<file path="config.mk">
export PLATFORM = sky130hd
export DESIGN_NAME = alu_arbiter
export DESIGN_NICKNAME = d
export VERILOG_FILES = /design/src/rtl/alu_arbiter.sv
export SDC_FILE = /design/constraint.sdc
export NUM_CORES = 1
export LEC_CHECK = 0
export CORE_MARGIN = 4
export CORE_UTILIZATION = 25
export CTS_BUF_LIST = sky130_fd_sc_hd__clkbuf_4
export CTS_CLUSTER_DIAMETER = 40
export CTS_CLUSTER_SIZE = 16
export DETAILED_ROUTE_END_ITERATION = 10
export PLACE_DENSITY_LB_ADDON = 0.1
export SYNTH_ARGS = -nofsm -noshare
export SYNTH_HDL_FRONTEND = slang
export SYNTH_SLANG_ARGS = --single-unit
</file>
<file path="constraint.sdc">
create_clock -name clk -period 4.85 [get_ports clk]
set_input_delay 0.97 -clock clk [delete_from_list [all_inputs] [get_ports clk]]
set_output_delay 0.97 -clock clk [all_outputs]
set_load 0.005 [all_outputs]
</file>
<file path="src/rtl/alu_arbiter.sv">
// Two-requester front end for a single shared combinational ALU: round-robin grant, one op in flight.
// Optional build macro ALU_ARB_OPCHECK_EN rejects opcodes outside {0000,0001,0010,0110} with resp_err.
module alu_arbiter #(
  parameter int unsigned DATA_WIDTH = 32
) (
  input  logic                    clk,
  input  logic                    rst,
  input  logic [1:0]              req_valid,
  output logic [1:0]              req_ready,
  input  logic [2*DATA_WIDTH-1:0] req_a,
  input  logic [2*DATA_WIDTH-1:0] req_b,
  input  logic [7:0]              req_op,
  output logic [1:0]              resp_valid,
  input  logic [1:0]              resp_ready,
  output logic [DATA_WIDTH-1:0]   resp_result,
  output logic                    resp_zero,
  output logic                    resp_err,
  output logic                    busy,
  output logic [DATA_WIDTH-1:0]   alu_data_rs1,
  output logic [DATA_WIDTH-1:0]   alu_source_2,
  output logic [3:0]              alu_inst,
  input  logic [DATA_WIDTH-1:0]   alu_result,
  input  logic                    alu_zero
);

  localparam int unsigned OP_W = 4;
  localparam logic [OP_W-1:0] OP_ADD = 4'b0010;

  typedef enum logic [1:0] {
    ST_IDLE = 2'd0,
    ST_EXEC = 2'd1,
    ST_RESP = 2'd2
  } state_t;

  state_t                state;
  logic                  prio;
  logic                  owner;
  logic [DATA_WIDTH-1:0] a_q;
  logic [DATA_WIDTH-1:0] b_q;
  logic [OP_W-1:0]       op_q;
  logic                  bad_q;

  logic [1:0]            grant;
  logic [DATA_WIDTH-1:0] sel_a;
  logic [DATA_WIDTH-1:0] sel_b;
  logic [OP_W-1:0]       sel_op;
  logic                  op_legal;

  // Grant is only offered while idle and out of reset; ties go to the priority pointer.
  always_comb begin
    grant = 2'b00;
    if (state == ST_IDLE && !rst) begin
      case (req_valid)
        2'b01:   grant = 2'b01;
        2'b10:   grant = 2'b10;
        2'b11:   grant = prio ? 2'b10 : 2'b01;
        default: grant = 2'b00;
      endcase
    end
  end

  assign req_ready = grant;

  always_comb begin
    sel_a  = grant[1] ? req_a[2*DATA_WIDTH-1:DATA_WIDTH] : req_a[DATA_WIDTH-1:0];
    sel_b  = grant[1] ? req_b[2*DATA_WIDTH-1:DATA_WIDTH] : req_b[DATA_WIDTH-1:0];
    sel_op = grant[1] ? req_op[7:4] : req_op[3:0];
  end

`ifdef ALU_ARB_OPCHECK_EN
  always_comb begin
    op_legal = (sel_op == 4'b0010) || (sel_op == 4'b0110) ||
               (sel_op == 4'b0000) || (sel_op == 4'b0001);
  end
`else
  assign op_legal = 1'b1;
`endif

  assign alu_data_rs1 = a_q;
  assign alu_source_2 = b_q;
  assign alu_inst     = op_q;

  // Sequencer: IDLE -> EXEC (ALU settles on latched operands) -> RESP (held until handshake).
  always_ff @(posedge clk or posedge rst) begin
    if (rst) begin
      state       <= ST_IDLE;
      prio        <= 1'b0;
      owner       <= 1'b0;
      a_q         <= '0;
      b_q         <= '0;
      op_q        <= '0;
      bad_q       <= 1'b0;
      resp_valid  <= 2'b00;
      resp_result <= '0;
      resp_zero   <= 1'b0;
      resp_err    <= 1'b0;
      busy        <= 1'b0;
    end else begin
      case (state)
        ST_IDLE: begin
          if (|grant) begin
            owner <= grant[1];
            a_q   <= sel_a;
            b_q   <= sel_b;
            op_q  <= op_legal ? sel_op : OP_ADD;
            bad_q <= ~op_legal;
            busy  <= 1'b1;
            state <= ST_EXEC;
          end
        end
        ST_EXEC: begin
          resp_result <= bad_q ? '0 : alu_result;
          resp_zero   <= bad_q ? 1'b0 : alu_zero;
          resp_err    <= bad_q;
          resp_valid  <= owner ? 2'b10 : 2'b01;
          state       <= ST_RESP;
        end
        ST_RESP: begin
          // Only the owner's resp_ready can complete the response.
          if (|(resp_valid & resp_ready)) begin
            resp_valid <= 2'b00;
            prio       <= ~owner;
            busy       <= 1'b0;
            state      <= ST_IDLE;
          end
        end
        default: begin
          resp_valid <= 2'b00;
          busy       <= 1'b0;
          state      <= ST_IDLE;
        end
      endcase
    end
  end

endmodule

</file>
==> results of run 1 <==
[flip-flops by register name, summed over array words and instances, names as in the netlist]
name,cells
resp_zero,1
busy,1
alu_source_2,32
prio,1
alu_data_rs1,32
resp_valid,2
resp_result,32
state,2
alu_inst,4
owner,1
[power by group]
group          switching [W]  total (W)  internal (W)
combinational       0.000908    0.00213       0.00122
clock               0.000344   0.000463      0.000119
sequential          0.000252    0.00159       0.00134
[synth_stat cells (all sizes together) (2+ instances only)]
cell,number
a21oi,69
a31oi,69
a32o,2
buf,37
clkbuf,38
dfrtp,108
inv,4
mux2,33
nand2,3
nand2b,2
nand4,68
nor2b,2
nor3,2
o21ai,2
o31ai,68
[routing by layer]
metal / vias to the layer above / GRT usage [%] / part of all wire [%]
li1: 2477 / - / -
met5: - / 0 / 0
met1: 2605 / 23.3 / 44
met2: 241 / 25.8 / 46
met4: 0 / 5.80 / 2.2
met3: 29 / 4.90 / 8.1
[cell type report]
cell class	instances	area, µm²	share of cell area [%]
Timing Repair Buffer	292	2900	34.6
Sequential cell	108	2700	32.2
Multi-Input combinational cell	328	2280	27.2
Tap cell	275	344	4.10
Clock buffer	9	67.6	0.806
Clock inverter	7	65.1	0.776
Inverter	5	21.3	0.254
Antenna cell	1	2.50	0.0298
[cells by family after synthesis]
kind of cell	Yosys count	share of synthesized area (%)
simple gates	81	9.32
buf+inv	80	6.79
flops	108	50.7
mux	33	6.98
compound gates	213	26.1
other cells	1	0.0704
[critical path, stage by stage]
cell and delay [ps]:
clkdlybuf4s50_1 490, or3_2 470, nor3_1 250, clkdlybuf4s50_1 580
[stage by stage]
step	setup WS [ps]	total power [W]	utilization, %	hold WS, ps
floorplan	1030	0.00247	-	450
global placement	1080	0.00374	39.2	466
detailed placement	1090	0.00377	39.2	467
CTS	1080	0.00425	39.9	508
global route	982	0.00449	39.9	532
finish	1120	0.00418	39.9	504
[worst min path at each step]
stage                                 start                to  slack, ps  depth (start not counted)
after global placement     busy$_DFFE_PP0P_  busy$_DFFE_PP0P_        470                          1
after global routing      owner$_DFFE_PP0P_  prio$_DFFE_PP0P_        530                          1
after CTS                  busy$_DFFE_PP0P_  busy$_DFFE_PP0P_        510                          1
after floorplan           owner$_DFFE_PP0P_  prio$_DFFE_PP0P_        450                          1
after detailed placement   busy$_DFFE_PP0P_  busy$_DFFE_PP0P_        470                          1
final                      busy$_DFFE_PP0P_  busy$_DFFE_PP0P_        500                          1
==> reports/metrics.cfg, run 1 <==
[drt]
routedWlPerCell_um=20.3
drc=0
firstDrtPassIters=4
wl_um=20800
routed_via_density=5.22
via_count=5352
final_antenna_net_count=0
drt-initial-drc-count=343

[final_layout]
post_layout_nonfiller_instances=1025
drive_above_1_share_pct=10.7
syn2layout_area_growth_pct=57.4
final_nets=919
layout_common_cells=279 x clkdlybuf4s50_1, 108 x dfrtp_1, 69 x a21oi_1, 69 x a31oi_1, 68 x nand4_1
final_common_cell=clkdlybuf4s50_1
fillers=2060
design_area_mm2=0.00838

[cts]
cts_inserted_buffers=9
root_buffer=clkbuf_4
hold_buffers=0
post_cts_buffers=0
cts_tree=built
clk_latency_ps=470
ctsResizeCount=0
cts_sinks=108
clk_pin_slew_ps=170
cts-htree-levels=3
clockBufferDepth=2

[worst_setup_path]
reg2reg_to=alu_source_2[9]$_DFFE_PP0P_
reg2regPathDepth=5
worstSetupPathType=input pin to output pin
crit_path_start_kind=input pin
rrSetupSlack_ps=2210
cp-end-kind=output pin
crit_end=req_ready[1]
cp_data_required_time_ps=3880
r2r_start=state[1]$_DFFE_PP0P_
worstSetupStartpoint=rst
cp_max_fo=3
timing.critical_path.arrival_ps=2760

[place]
dpl.hpwl_um=13500
post_dp_cell_area_mm2=0.00825
placedCellCount=1008
port_buffers=280
gp_congestion=0.762

[synthesis]
synth_top_area_cell=dfrtp_1
synthTopCellsByArea=dfrtp_1 51%, o31ai_1 8.2%, a31oi_1 8.1%
avgSynthCellArea_um2=10.3
netlist_area_mm2=0.00533
syn_nets=691
synth_top_area_share_pct=50.7
ys_warn_count=0
synth_edf_count=0
synthFlopType=dfrtp_1
synth_seq_cells=108
synthDistinctLibCells=29
synthCells=516
seq_area_frac_synth_pct=50.7
synthArstFlopShare_pct=100

[min_path]
hold_path.class=flip-flop to flip-flop

[sta]
final_max_slew_viol_count=0
tightest_slew_ps=1120
hold_viol_final=0
timing.setup.tns_ps=0
slew_headroom_pct=25.6
period_minus_slack_ps=3730
rsz0062_at_grt=false
finalSetupViolCount=0
skew_ps=20.3
finalCritPeriodShare_pct=76.9
timing.fmax_ghz=0.268

[power]
irDropWorstVdd_mv=0.166
leakage_nw=3.04
p_per_area_mw_per_mm2=499

[global_route]
grt_usage_pct=17.0
grt_remaining_overflow=0
grt_pass1_vias=5513
grt_pass1_wl_um=32700
grt_max_degree=73
antenna_found_initial=1

[die]
start_util_pct=25.3
core_area_mm2=0.0210
fp.dieH_um=154
io_pins=282
core.rowCount=53
die_x_um=154
fp.dieArea_mm2=0.0237

[outcome]
status=complete, no violations

[run]
maxCapViolations=0

(Power assumes the default switching activity.)
==> run 2, diff against run 1 <==
==> constraint.sdc (replaced) <==
create_clock -name clk -period 3.75 [get_ports clk]
set_input_delay 0.75 -clock clk [delete_from_list [all_inputs] [get_ports clk]]
set_output_delay 0.75 -clock clk [all_outputs]
set_load 0.005 [all_outputs]
==> reports/metrics.cfg, run 2 (same netlist as run 1, synthesis figures left out) <==
[power]
p_per_area_mw_per_mm2=643  ; +29%
sw_frac_of_total_pct=35.8  ; -0.16 points
irDropWorstVdd_mv=0.332  ; +99%
power_w=0.00540  ; +29%
p_seq_share_pct=38.0  ; about the same
p_comb_share_pct=51.2  ; +0.2 points
leakage_nw=3.05  ; +0.20%
pwr-share-clk_pct=10.8  ; -0.3 points
power_switching_w=0.00193  ; +29%
internal_power_w=0.00346  ; +29%

[die]
die_x_um=154  ; unchanged
core.rowCount=53  ; unchanged
fp.dieH_um=154  ; unchanged
fp.dieArea_mm2=0.0237  ; unchanged
start_util_pct=25.3  ; unchanged
core_area_mm2=0.0210  ; unchanged
io_pins=282  ; unchanged

[worst_setup_path]
reg2reg_to=alu_data_rs1[1]$_DFFE_PP0P_
cp_max_fo=3  ; unchanged
timing.critical_path.arrival_ps=2560  ; -200 ps
reg2regPathDepth=5  ; unchanged
r2r_start=state[0]$_DFFE_PP0P_
rrSetupSlack_ps=1530  ; -680 ps
cp-end-kind=output pin
crit_path_start_kind=input pin
worstSetupPathType=input pin to output pin
cp_data_required_time_ps=3000  ; -880 ps

[global_route]
grt_remaining_overflow=0  ; unchanged
gr-usage-met1_pct=22.3  ; -1.0 points
grt_max_degree=138  ; +89%
grt_usage_pct=16.8  ; -0.19 points
grt_busiest_layer=met2
met3_usage_pct=5.38  ; +0.48 points
grt_pass1_vias=5387  ; -2.3%
antenna_found_initial=2  ; +1
grt_pass1_wl_um=32000  ; -2.2%
gr-usage-met2_pct=26.3  ; +0.44 points

[sta]
hold_viol_final=0  ; unchanged
tightest_slew_ps=948  ; -169 ps
slew_headroom_pct=36.8  ; +11 points
skew_ps=13.1  ; -7.22 ps
final_max_slew_viol_count=0  ; unchanged
timing.setup.tns_ps=0  ; unchanged
finalSetupViolCount=0  ; unchanged
rsz0062_at_grt=false
setup_slack_ps=437  ; -683 ps
holdWs_ps=502  ; -1.84 ps
timing.fmax_ghz=0.302
period_minus_slack_ps=3310
finalCritPeriodShare_pct=88.3

[min_path]
hold_start=busy$_DFFE_PP0P_
whs_path_depth=1  ; unchanged
min_to=busy$_DFFE_PP0P_
hold_path.class=flip-flop to flip-flop

[final_layout]
fillers=2042  ; -0.87%
final_nets=918  ; -0.11%
seq_area_mm2=0.00270  ; unchanged
layout_common_cells=279 x clkdlybuf4s50_1, 108 x dfrtp_1, 69 x a21oi_1, 69 x a31oi_1, 68 x nand4_1
drive_above_1_share_pct=10.6  ; -0.12 points
multiInputGateArea_mm2=0.00228  ; unchanged
syn2layout_area_growth_pct=57.7
final_core_util_pct=40.0  ; +0.072 points
final_common_cell=clkdlybuf4s50_1

[drt]
drc=0  ; unchanged
routedWlPerCell_um=20.3  ; +0.22%
final_antenna_net_count=0  ; unchanged
routed_via_density=5.20  ; -0.40%
via_count=5336  ; -0.30%
firstDrtPassIters=4  ; unchanged
drt-initial-drc-count=250  ; -27%
wl_um=20800  ; +0.32%

[cts]
root_buffer=clkbuf_4
hold_buffers=0  ; unchanged
cts_sinks=108  ; unchanged
clk_latency_ps=480  ; about the same
post_cts_buffers=0  ; unchanged
cts_tree=built
cts_inserted_buffers=9  ; unchanged
cts-htree-levels=3  ; unchanged
ctsResizeCount=0  ; unchanged
clk_pin_slew_ps=170  ; about the same
clockBufferDepth=2  ; unchanged

[place]
port_buffers=280  ; unchanged
gp_congestion=0.780  ; +2.4%
post-place-ws_ps=420  ; -675 ps
dpl.hpwl_um=13800  ; +1.9%

[run]
maxCapViolations=0  ; unchanged

[outcome]
status=complete, no violations

run 2: changes by cell type in the layout (fill, tap and decap cells not counted):
cell,delta
buf_4,-3
buf_12,+2
diode_2,+2
inv_8,-2
clkinv_2,+1
clkinv_4,+1
clkinvlp_4,-1
inv_6,+1
run 2: final cells by class:
type / instances / area share, %
clock buffer: 9 / 0.804
inverter: 5 / 0.253
sequential: 108 / 32.2
antenna: 3 / 0.0894
multi-input combinational: 328 / 27.2
tap: 275 / 4.10
timing repair buffer: 291 / 34.7
clock inverter: 7 / 0.685
run 2: per-stage QoR:
stage	std cells	area, µm²
after floorplan	516	5330
after global routing	1026	8400
after global placement	1007	8270
final	1026	8400
after CTS	1023	8390
after detailed placement	1007	8270
run 2: worst max-delay path by stage:
| stage | start | endpoint | slack (ps) | depth (start not counted) |
|---|---|---|---|---|
| 2_1_floorplan | rst | alu_data_rs1[0]$_DFFE_PP0P_ | 150 | 1 |
| 3_3_place_gp | rst | req_ready[1] | 470 | 4 |
| 6_report | rst | req_ready[1] | 440 | 4 |
| 3_5_place_dp | rst | req_ready[1] | 420 | 4 |
| 5_1_grt | rst | req_ready[1] | 350 | 4 |
| 4_1_cts | rst | req_ready[1] | 410 | 4 |
run 2: worst max-delay path, stage by stage:
cell and delay [ps]:
clkdlybuf4s50_1 500, or3_2 470, nor3_1 260, clkdlybuf4s50_1 580
run 2: metal layers:
metal / share of wire, % / vias up
met5: 0 / -
met4: 2.3 / 0
met3: 8.2 / 26
met2: 47 / 238
met1: 43 / 2595
li1: - / 2477
run 2: power groups by stage:
stage	sequential [W]	combinational (W)	clock [W]
global placement	0.00207	0.00279	0
finish	0.00205	0.00277	0.000581
floorplan	0.00209	0.00111	0
global route	0.00212	0.00300	0.000661
detailed placement	0.00208	0.00281	0
CTS	0.00206	0.00282	0.000617
==> run 3, diff against run 2 <==
--- a/config.mk
+++ b/config.mk
@@ -11,7 +11,7 @@
 export CTS_CLUSTER_DIAMETER = 40
 export CTS_CLUSTER_SIZE = 16
 export DETAILED_ROUTE_END_ITERATION = 10
-export PLACE_DENSITY_LB_ADDON = 0.1
+export PLACE_DENSITY = 0.63
 export SYNTH_ARGS = -nofsm -noshare
 export SYNTH_HDL_FRONTEND = slang
 export SYNTH_SLANG_ARGS = --single-unit
==> reports/metrics.cfg, run 3 (same netlist as run 1, synthesis figures left out) <==
[global_route]
grt_usage_pct=15.8  ; -1.0 points
grt_pass1_wl_um=30600  ; -4.4%
grt_max_degree=138  ; unchanged
grt_remaining_overflow=0  ; unchanged
antenna_found_initial=1  ; -1
grt_pass1_vias=5331  ; -1.0%

[final_layout]
syn2layout_area_growth_pct=58.2
drive_above_1_share_pct=10.7  ; +0.12 points
layout_common_cells=279 x clkdlybuf4s50_1, 108 x dfrtp_1, 69 x a21oi_1, 69 x a31oi_1, 68 x nand4_1
final_common_cell=clkdlybuf4s50_1
final_nets=919  ; +0.11%
final_core_util_pct=40.1  ; +0.13 points

[cts]
clockBufferDepth=2  ; unchanged
cts_sinks=108  ; unchanged
cts-htree-levels=3  ; unchanged
clk_pin_slew_ps=150  ; -20 ps
cts_inserted_buffers=9  ; unchanged
root_buffer=clkbuf_4
hold_buffers=0  ; unchanged
ctsResizeCount=0  ; unchanged
cts_tree=built
post_cts_buffers=0  ; unchanged
clk_latency_ps=490  ; about the same

[place]
port_buffers=280  ; unchanged
dpl.hpwl_um=13100  ; -5.0%
gp_congestion=0.769  ; -1.4%
post-place-ws_ps=450  ; +29.7 ps

[drt]
drc=0  ; unchanged
firstDrtPassIters=4  ; unchanged
routedWlPerCell_um=19.3  ; -4.8%
via_count=5276  ; -1.1%
wl_um=19800  ; -4.9%
final_antenna_net_count=0  ; unchanged
routed_via_density=5.15  ; -1.0%
drt-initial-drc-count=249  ; -0.40%

[power]
leakage_nw=3.06  ; +0.28%
irDropWorstVdd_mv=0.277  ; -16%
p_per_area_mw_per_mm2=643  ; about the same

[worst_setup_path]
cp-end-kind=output pin
worstSetupPathType=input pin to output pin
crit_path_start_kind=input pin
critPathMaxStageDelay_ps=580  ; about the same
timing.critical_path.arrival_ps=2580  ; +20 ps
path_cells=clkdlybuf4s50_1 -> or3_2 -> nor3_1 -> clkdlybuf4s50_1
cpLargestDelayFamily=buffers and inverters
cp_max_fo=3  ; unchanged
crit_path_top_delay_cell=clkdlybuf4s50_1
crit_top_cell=clkdlybuf4s50_1
cp_data_required_time_ps=3000  ; about the same
cp_num_buf_inv=2  ; unchanged

[sta]
tightest_slew_ps=906  ; -41.8 ps
slew_headroom_pct=39.6  ; +2.8 points
finalSetupViolCount=0  ; unchanged
period_minus_slack_ps=3330  ; +15.5 ps
setup_slack_ps=422  ; -15.5 ps
hold_viol_final=0  ; unchanged
final_max_slew_viol_count=0  ; unchanged
finalCritPeriodShare_pct=88.8  ; +0.41 points
timing.fmax_ghz=0.300  ; -0.47%
timing.setup.tns_ps=0  ; unchanged
skew_ps=24.8  ; +11.7 ps
rsz0062_at_grt=false

[outcome]
status=complete, no violations

[die]
io_pins=282  ; unchanged
fp.dieArea_mm2=0.0237  ; unchanged
die_x_um=154  ; unchanged
start_util_pct=25.3  ; unchanged
fp.dieH_um=154  ; unchanged
core_area_mm2=0.0210  ; unchanged
core.rowCount=53  ; unchanged

[min_path]
hold_path.class=flip-flop to flip-flop

[run]
maxCapViolations=0  ; unchanged

-- run 3: cell type report --
cell class / count / area, µm²
Fill cell: 2072 / 12600
Timing Repair Buffer: 292 / 2930
Sequential cell: 108 / 2700
Multi-Input combinational cell: 328 / 2280
Tap cell: 275 / 344
Clock inverter: 7 / 82.6
Clock buffer: 9 / 67.6
Inverter: 5 / 21.3
Antenna cell: 1 / 2.50
-- run 3: worst paths after layout --
check	startpoint	slack, ps	depth (start not counted)	end
hold reg to reg	resp_zero$_DFFE_PP0N_	520	1	resp_zero$_DFFE_PP0N_
setup reg to reg	state[0]$_DFFE_PP0P_	1460	5	alu_data_rs1[19]$_DFFE_PP0P_
min in group asynchronous	rst	850	2	resp_result[15]$_DFFE_PP0N_
setup / recovery	rst	420	4	req_ready[1]
max in group asynchronous	rst	2130	3	alu_data_rs1[18]$_DFFE_PP0P_
hold / removal	resp_zero$_DFFE_PP0N_	520	1	resp_zero$_DFFE_PP0N_
-- run 3: power breakdown --
part	internal, W	switching [W]	leakage (nW)
Combinational	0.00159	0.00115	1.76
Sequential	0.00173	0.000324	1.22
Clock	0.000159	0.000465	0.0754
-- run 3: per-stage QoR --
stage                     area, µm²  hold WS [ps]  power, W  cells
final                          8430           523   0.00542   1025
after global routing           8430           537   0.00580   1025
after global placement         8270           460   0.00483   1008
after CTS                      8420           531   0.00550   1024
after detailed placement       8270           491   0.00487   1008
after floorplan                5330           450   0.00320    516
-- run 3: metal layers --
metal	global-route usage, %	part of all wire, %	vias up
li1	-	-	2478
met1	21.0	43	2549
met2	25.2	48	229
met3	5.21	7.8	20
met4	3.53	1.5	0
met5	0	0	-
